===== config.mk =====
export PLATFORM = sky130hd
export DESIGN_NAME = datapath_sequencer
export DESIGN_NICKNAME = d
export VERILOG_FILES = /design/src/rtl/datapath_sequencer.sv
export SDC_FILE = /design/constraint.sdc
export NUM_CORES = 1
export LEC_CHECK = 0
export ABC_AREA = 0
export CAP_MARGIN = 10
export CORE_MARGIN = 2
export CORE_UTILIZATION = 45
export CTS_CLUSTER_SIZE = 28
export DETAILED_ROUTE_END_ITERATION = 7
export PLACE_DENSITY = 0.68
export SLEW_MARGIN = 15
export SYNTH_ARGS = -nofsm -noshare
export SYNTH_HDL_FRONTEND = slang
export SYNTH_SLANG_ARGS = --single-unit

===== constraint.sdc =====
create_clock -name clk -period 3.1 [get_ports clk]
set_input_delay 0.62 -clock clk [delete_from_list [all_inputs] [get_ports clk]]
set_output_delay 0.62 -clock clk [all_outputs]
set_load 0.1 [all_outputs]

===== src/rtl/datapath_sequencer.sv =====
// Sequencer driving a datapath: loads registers from init beats, then replays a stored program.
// Optional macro SEQ_SINGLE_STEP_EN adds a step input that gates RUN progress.
module datapath_sequencer #(
   parameter logic [3:0]  INIT_OPCODE = 4'h0,
   parameter logic [15:0] NOP_INSTR   = 16'hF000
) (
   input  logic        clk,
   input  logic        reset,
   input  logic        prog_we,
   input  logic [3:0]  prog_addr,
   input  logic [15:0] prog_data,
   input  logic        start,
   input  logic [4:0]  prog_len,
   input  logic        init_valid,
   output logic        init_ready,
   input  logic [3:0]  init_reg,
   input  logic [15:0] init_data,
   input  logic        init_last,
`ifdef SEQ_SINGLE_STEP_EN
   input  logic        step,
`endif
   input  logic [15:0] alu_out,
   output logic [15:0] instr_o,
   output logic [15:0] data_init_o,
   output logic        init_sel_o,
   output logic        busy,
   output logic        done,
   output logic [3:0]  pc,
   output logic [15:0] result
);

   localparam logic [1:0] S_IDLE = 2'd0;
   localparam logic [1:0] S_INIT = 2'd1;
   localparam logic [1:0] S_RUN  = 2'd2;
   localparam logic [1:0] S_DONE = 2'd3;

   logic [1:0]  state;
   logic [4:0]  len;
   logic [15:0] prog_mem [16];
   logic        adv;
   logic        start_ok;
   logic        last_run;

`ifdef SEQ_SINGLE_STEP_EN
   assign adv = step;
`else
   assign adv = 1'b1;
`endif

   assign start_ok = start && (prog_len != 5'd0) && (prog_len <= 5'd16);
   assign last_run = ({1'b0, pc} == (len - 5'd1));

   always_ff @(posedge clk) begin
      if (reset) begin
         state  <= S_IDLE;
         pc     <= 4'd0;
         result <= 16'h0000;
      end else begin
         case (state)
            S_IDLE: begin
               if (start_ok) begin
                  state <= S_INIT;
                  len   <= prog_len;
                  pc    <= 4'd0;
               end
            end
            S_INIT: begin
               if (init_valid && init_last) begin
                  state <= S_RUN;
                  pc    <= 4'd0;
               end
            end
            S_RUN: begin
               // pc parks on len-1 so a 16-long program never wraps
               if (adv) begin
                  if (last_run) begin
                     result <= alu_out;
                     state  <= S_DONE;
                  end else begin
                     pc <= pc + 4'd1;
                  end
               end
            end
            default: state <= S_IDLE;
         endcase
      end
   end

   // Program memory survives reset; writes only land while idle or done
   always_ff @(posedge clk) begin
      if (prog_we && !busy) prog_mem[prog_addr] <= prog_data;
   end

   always_comb begin
      instr_o     = NOP_INSTR;
      data_init_o = 16'h0000;
      init_sel_o  = 1'b0;
      init_ready  = 1'b0;
      busy        = 1'b0;
      done        = 1'b0;
      case (state)
         S_INIT: begin
            busy       = 1'b1;
            init_ready = 1'b1;
            if (init_valid) begin
               instr_o     = {INIT_OPCODE, init_reg, 8'h00};
               data_init_o = init_data;
            end
         end
         S_RUN: begin
            busy       = 1'b1;
            init_sel_o = 1'b1;
            if (adv) instr_o = prog_mem[pc];
         end
         S_DONE: done = 1'b1;
         default: ;
      endcase
   end

endmodule


==> flow_summary.toml, run 1 <==
[outcome]
status = "complete, but fails checks"
violations = "setup timing"

[synthesis]
synth_edf_count = 261
avgSynthCellArea_um2 = 19.4
synth.most_common_cell = "edfxtp_1"
ys_seq_area_share_pct = 73.0
ys.flop_type = "edfxtp_1"
syn-cell-area_um2 = 11500
ys_top_cells_by_count = "261 x edfxtp_1, 72 x mux4_2, 44 x nor2_1"
netlist.area_leader.share_pct = 68.4
synth_top_area_cell = "edfxtp_1"
yosysUniqueCellTypes = 45
ys_seq_elements = 287
yosys-top-cells-area = "edfxtp_1 68%, mux4_2 14%, dfxtp_1 4.5%, mux2i_1 2.9%, nor2_1 1.4%"
syn_nets = 663
synthArstFlopShare_pct = 0
ys_warn_count = 0
synthCells = 589

[timing]
post-route-min-period_ps = 3160
max_freq_mhz = 317
worstMarginPinSlew_ps = 816
fin_skew_ps = 7.97
final.setup.worst_slack_ps = -57.8
setup_viol = 10
hold_viol = 0
slew_headroom_pct = 45.2
slew_violations = 0
period_share_pct = 102
rsz0062_at_grt = "yes"

[cts]
clk_pin_slew_ps = 60
cts_tree = "done"
cts_buffer_depth = 3
htree_levels = 1
clk_latency_ps = 530
cts_hold_buf = 0
clkSinkCount = 287
cts_buffers = 28
cts-root-buf = "clkbuf_16"

[global_route]
gr-usage-met1_pct = 25.7
grt_max_degree = 41
antenna_found_initial = 1
grt_pass1_wl_um = 39200
grt_pass1_vias = 6552
met3_usage_pct = 3.00
grt_busiest_layer = "met2"
grtUsageMet2_pct = 34.9
grtUsageTotal_pct = 19.7
gr-total-overflow = 0

[placed_design]
dpl_worst_slack_ps = 48.6
io_buffer_count = 122
placed_cells = 1050
gp_routability_congestion = 0.797
dp_hpwl_um = 16000

[floorplan]
ios = 123
die_area_um2 = 26700
die_x_um = 164
rows = 58
start_util_pct = 45.6
core-area_um2 = 25100
die_height_um = 164

[pwr]
p_comb_share_pct = 19.8
power.total_mw = 9.49
irDropWorstVdd_v = 0.000507
power.internal_mw = 6.93
powerDensity_nw_per_um2 = 632
p_switching_mw = 2.56
p_clk_share_pct = 34.1
netSwitchingFraction_pct = 26.9
leakagePower_nw = 4.94
p_seq_share_pct = 46.0

[route]
wl_per_cell_um = 23.5
drt-initial-drc-count = 519
dr.pass1.iters = 5
drcViolationCount = 0
antenna_left = 0
drt-total-wl_um = 26400
vias = 6322
vias_per_cell = 5.63

[worst_setup_path]
worstPathCellList = "buf_12, buf_12, mux4_2, mux4_2, nor2b_4, buf_12"
cp-end-kind = "output pin"
startpoint_type = "register"
cp_slowest_cell = "mux4_2"
worst-setup-path-type = "register to output pin"
crit_buf_inv = 3
cp.arrival_ps = 2540
cp_max_fo = 5
slowest_delay_ps = 510
critPathTopFamily = "multiplexers"
crit_top_cell = "buf_12"
worstPathRequired_ps = 2480

[flow_run]
max_cap_viol_count = 0

[layout]
nets = 845
drive_gt1_share_pct = 33.6
seq_area_um2 = 8370
fillers = 1802
area_delta_synth_final_pct = 31.2
multi_input_area_um2 = 3170
layout.cells.non_filler = 1123

[worst_hold_path]
hp-class = "register to register"
-- final cells by class --
type / count / share of cell area (%)
Sequential cell: 287 / 55.7
Multi-Input combinational cell: 263 / 21.1
Timing Repair Buffer: 181 / 14.3
Clock buffer: 40 / 5.10
Tap cell: 330 / 2.75
Clock inverter: 11 / 0.774
Inverter: 10 / 0.250
Antenna cell: 1 / 0.0167
-- per-layer routing --
layer | vias up | wire length, um
li1 | 2774 | -
met1 | 3267 | 10600
met2 | 246 | 13400
met3 | 35 | 1840
met4 | 0 | 458
met5 | - | 0
-- stage by stage --
step / cell area (um2) / utilization (%) / hold slack [ps] / setup TNS, ps
5_1_grt: 15000 / 59.8 / 525 / -1550
2_1_floorplan: 11600 / - / 485 / 0
3_5_place_dp: 13700 / 54.7 / 487 / 0
3_3_place_gp: 13700 / 54.7 / 479 / 0
4_1_cts: 14900 / 59.5 / 502 / -924
6_report: 15000 / 59.8 / 497 / -393
-- state kept, by name (all words and copies together) (netlist names), named ones only --
| register | flops |
|---|---|
| prog_mem | 256 |
| result | 16 |
| len | 5 |
| pc | 4 |
| state | 2 |
-- tightest hold or removal path, stage by stage, from the launching register on --
cell and delay [ps]:
dfxtp_1 320, mux2i_1 70, nor2_1 70
-- cells by family (layout without fill, tap and decap cells) --
| family | Yosys count | in the layout | share of synthesized area, % |
|---|---|---|---|
| buffers and inverters | 39 | 242 | 1.44 |
| AOI/OAI and AO/OA | 35 | 35 | 2.29 |
| xor gates and xnor gates | 6 | 6 | 0.459 |
| and+or+nand+nor | 110 | 110 | 5.04 |
| adders and majority gates | 7 | 7 | 0.765 |
| other | 0 | 1 | 0 |
| DFF | 287 | 287 | 73.0 |
| muxes | 105 | 105 | 17.0 |
-- placed cells by master, fill, tap and decap left out, types with 5 or more instances in the layout --
master	n
edfxtp_1	261
mux4_2	72
buf_16	5
clkdlybuf4s50_1	66
nor2_1	40
clkbuf_16	29
dfxtp_1	23
nor2b_4	8
ha_1	5
inv_1	10
buf_12	42
clkinv_2	5
nand2b_1	5
buf_4	67
and3_1	17
nand2_1	9
mux2i_1	31
clkbuf_1	11
-- path summary, 6_finish.rpt --
check | to | slack [ps] | start | cells after the start
worst max-delay path | instr_o[5] | -60 | register | 6
worst min-delay path | result[11] | 500 | result[11] | 2
worst max register to register | pc[0] | 550 | state[1] | 7
worst min register to register | result[11] | 500 | result[11] | 2
-- timing repair --
item,4_1_cts,5_1_grt
pin swaps,1,1
gates resized for setup,30,5
endpoints found under the setup margin,16,16
setup buffers,9,8
cloned,4,0
-- power by group through the flow --
stage | clock [mW] | sequential [mW] | combinational, mW
6_report | 3.24 | 4.37 | 1.88
5_1_grt | 3.46 | 4.37 | 1.97
4_1_cts | 3.30 | 4.37 | 1.87
3_5_place_dp | 0 | 4.45 | 1.76
3_3_place_gp | 0 | 4.44 | 1.74
2_1_floorplan | 0 | 4.45 | 1.14
No activity file was read; power rests on OpenSTA's default activity.
==> run 2, diff against run 1 <==
--- a/config.mk
+++ b/config.mk
@@ -11,7 +11,7 @@
 export CORE_UTILIZATION = 45
 export CTS_CLUSTER_SIZE = 28
 export DETAILED_ROUTE_END_ITERATION = 7
-export PLACE_DENSITY = 0.68
+export PLACE_DENSITY_LB_ADDON = 0.1
 export SLEW_MARGIN = 15
 export SYNTH_ARGS = -nofsm -noshare
 export SYNTH_HDL_FRONTEND = slang
==> flow_summary.toml, run 2 (synthesized netlist as in run 1, its figures left out) <==
[worst_setup_path]
slowest_delay_ps = 530
worstReg2RegStart = "len[0]"
r2r_slack_ps = 550
crit_top_cell = "buf_12"
worstPathRequired_ps = 2480
cp_max_fo = 6
cp.arrival_ps = 2550
worstPathCellList = "buf_12, buf_12, mux4_2, mux4_2, nor2b_4, buf_12"
worst-r2r-cell-count = 8
critPathTopFamily = "multiplexers"
cp-end-kind = "output pin"
startpoint_type = "register"
crit_buf_inv = 3
worst-setup-path-type = "register to output pin"
cp_slowest_cell = "mux4_2"

[timing]
slew_violations = 0
hold_slack_ps = 492
rsz0062_at_grt = "yes"
slew_headroom_pct = 53.6
final.setup.worst_slack_ps = -74.3
period_share_pct = 102
max_freq_mhz = 315
fin_skew_ps = 9.12
setup_viol = 10
worstMarginPinSlew_ps = 678
hold_viol = 0
post-route-min-period_ps = 3170

[route]
vias_per_cell = 5.67
drt-total-wl_um = 27800
wl_per_cell_um = 24.7
vias = 6375
antenna_left = 0
dr.pass1.iters = 5
drt-initial-drc-count = 639
drcViolationCount = 0

[cts]
clk_latency_ps = 560
cts_buffers = 30
htree_levels = 1
cts_tree = "done"
cts-root-buf = "clkbuf_16"
clkSinkCount = 287
cts_buffer_depth = 3
clk_pin_slew_ps = 60

[placed_design]
io_buffer_count = 122
gp_routability_congestion = 0.801
dp_hpwl_um = 16600

[pwr]
leakagePower_nw = 4.94
power.total_mw = 9.55
irDropWorstVdd_v = 0.000515
powerDensity_nw_per_um2 = 634

[flow_run]
max_cap_viol_count = 0

[global_route]
grtUsageTotal_pct = 20.8
gr-total-overflow = 0
grt_max_degree = 41
grt_pass1_wl_um = 40600
grt_pass1_vias = 6582
antenna_found_initial = 0

[floorplan]
die_x_um = 164
rows = 58
core-area_um2 = 25100
start_util_pct = 45.6
die_area_um2 = 26700
die_height_um = 164
ios = 123

[layout]
largest_reg_flops = 256
mostFrequentLayoutCells = "261 x edfxtp_1, 72 x mux4_2, 66 x clkdlybuf4s50_1, 66 x buf_4, 39 x buf_12"
largest-register = "prog_mem"
mostFrequentLayoutCell = "edfxtp_1"
nets = 844
drive_gt1_share_pct = 35.9
fillers = 1863
top_regs = "prog_mem (256), result (16), len (5)"
fin_util_pct = 60.0
area_delta_synth_final_pct = 31.5
antenna_cells = 0

[worst_hold_path]
holdPathEnd = "result[0]"
worstHoldStart = "result[0]"
hp-class = "register to register"
holdPathStages = 2

[outcome]
status = "complete, but fails checks"
violations = "setup timing"
[run 2: cell types whose count changed in the layout (fill, tap and decap cells not counted), sizes merged]
cell	previous run	this run
buf	115	109
bufinv	2	1
clkbuf	40	37
clkinv	8	18
clkinvlp	1	2
diode	1	0
inv	10	11
[run 2: layer usage]
layer  wire length [um]  up-vias  global-route usage, %  share of wire (%)
met5                  0        -                      0                  0
met4                528        0                   4.70                1.9
met3               1890       39                   3.50                6.8
met2              13300      242                   33.7                 48
met1              12000     3324                   29.8                 43
li1                   -     2770                      -                  -
[run 2: timing repair]
action | in CTS | in global routing
cloned | 3 | 3
pin swaps | 0 | 3
endpoints found under the hold margin | 0 | 0
buffers inserted | 6 | 2
endpoints found under the setup margin | 16 | 16
resized for setup | 23 | 15
hold buffers | 0 | 0
[run 2: how the worst max path moves through the flow]
stage           startpoint     endpoint  slack (ps)  cells past startpoint
2_1_floorplan     state[0]  instr_o[10]          10                      6
3_3_place_gp   prog_len[1]     register         230                      6
3_5_place_dp   prog_len[1]     register         130                      6
4_1_cts           register   instr_o[1]        -130                      5
5_1_grt           register   instr_o[7]        -130                      6
6_report          register   instr_o[7]         -70                      6
[run 2: report_power, final]
| part | internal [mW] | switching, mW | total, mW |
|---|---|---|---|
| clock network | 1.86 | 1.44 | 3.30 |
| logic | 0.706 | 1.19 | 1.89 |
| registers | 4.33 | 0.0401 | 4.37 |
[run 2: per-stage QoR]
stage                     instances  setup TNS [ps]  area [um2]  worst slack, ps
after global routing           1124           -1500       15100             -132
final                          1124            -449       15100            -74.3
after floorplan                 589               0       11600             12.5
after CTS                      1121           -1390       15000             -130
after detailed placement       1056               0       13800              132
after global placement         1056               0       13800              231
[run 2: layout make-up]
type / instances / area (um2) / share of cell area (%)
Sequential cell: 287 / 8370 / 55.5
Multi-Input combinational cell: 263 / 3240 / 21.5
Timing Repair Buffer: 178 / 2090 / 13.9
Clock buffer: 34 / 766 / 5.08
Tap cell: 330 / 413 / 2.74
Clock inverter: 22 / 153 / 1.01
Inverter: 10 / 37.5 / 0.249
[run 2: worst register-to-register path: stages, from the launching register on]
cell,delay [ps]
edfxtp_1,390
inv_1,70
ha_1,250
nor4bb_1,150
a22o_2,280
o211a_1,210
buf_4,230
a2111oi_0,640
o32ai_1,190
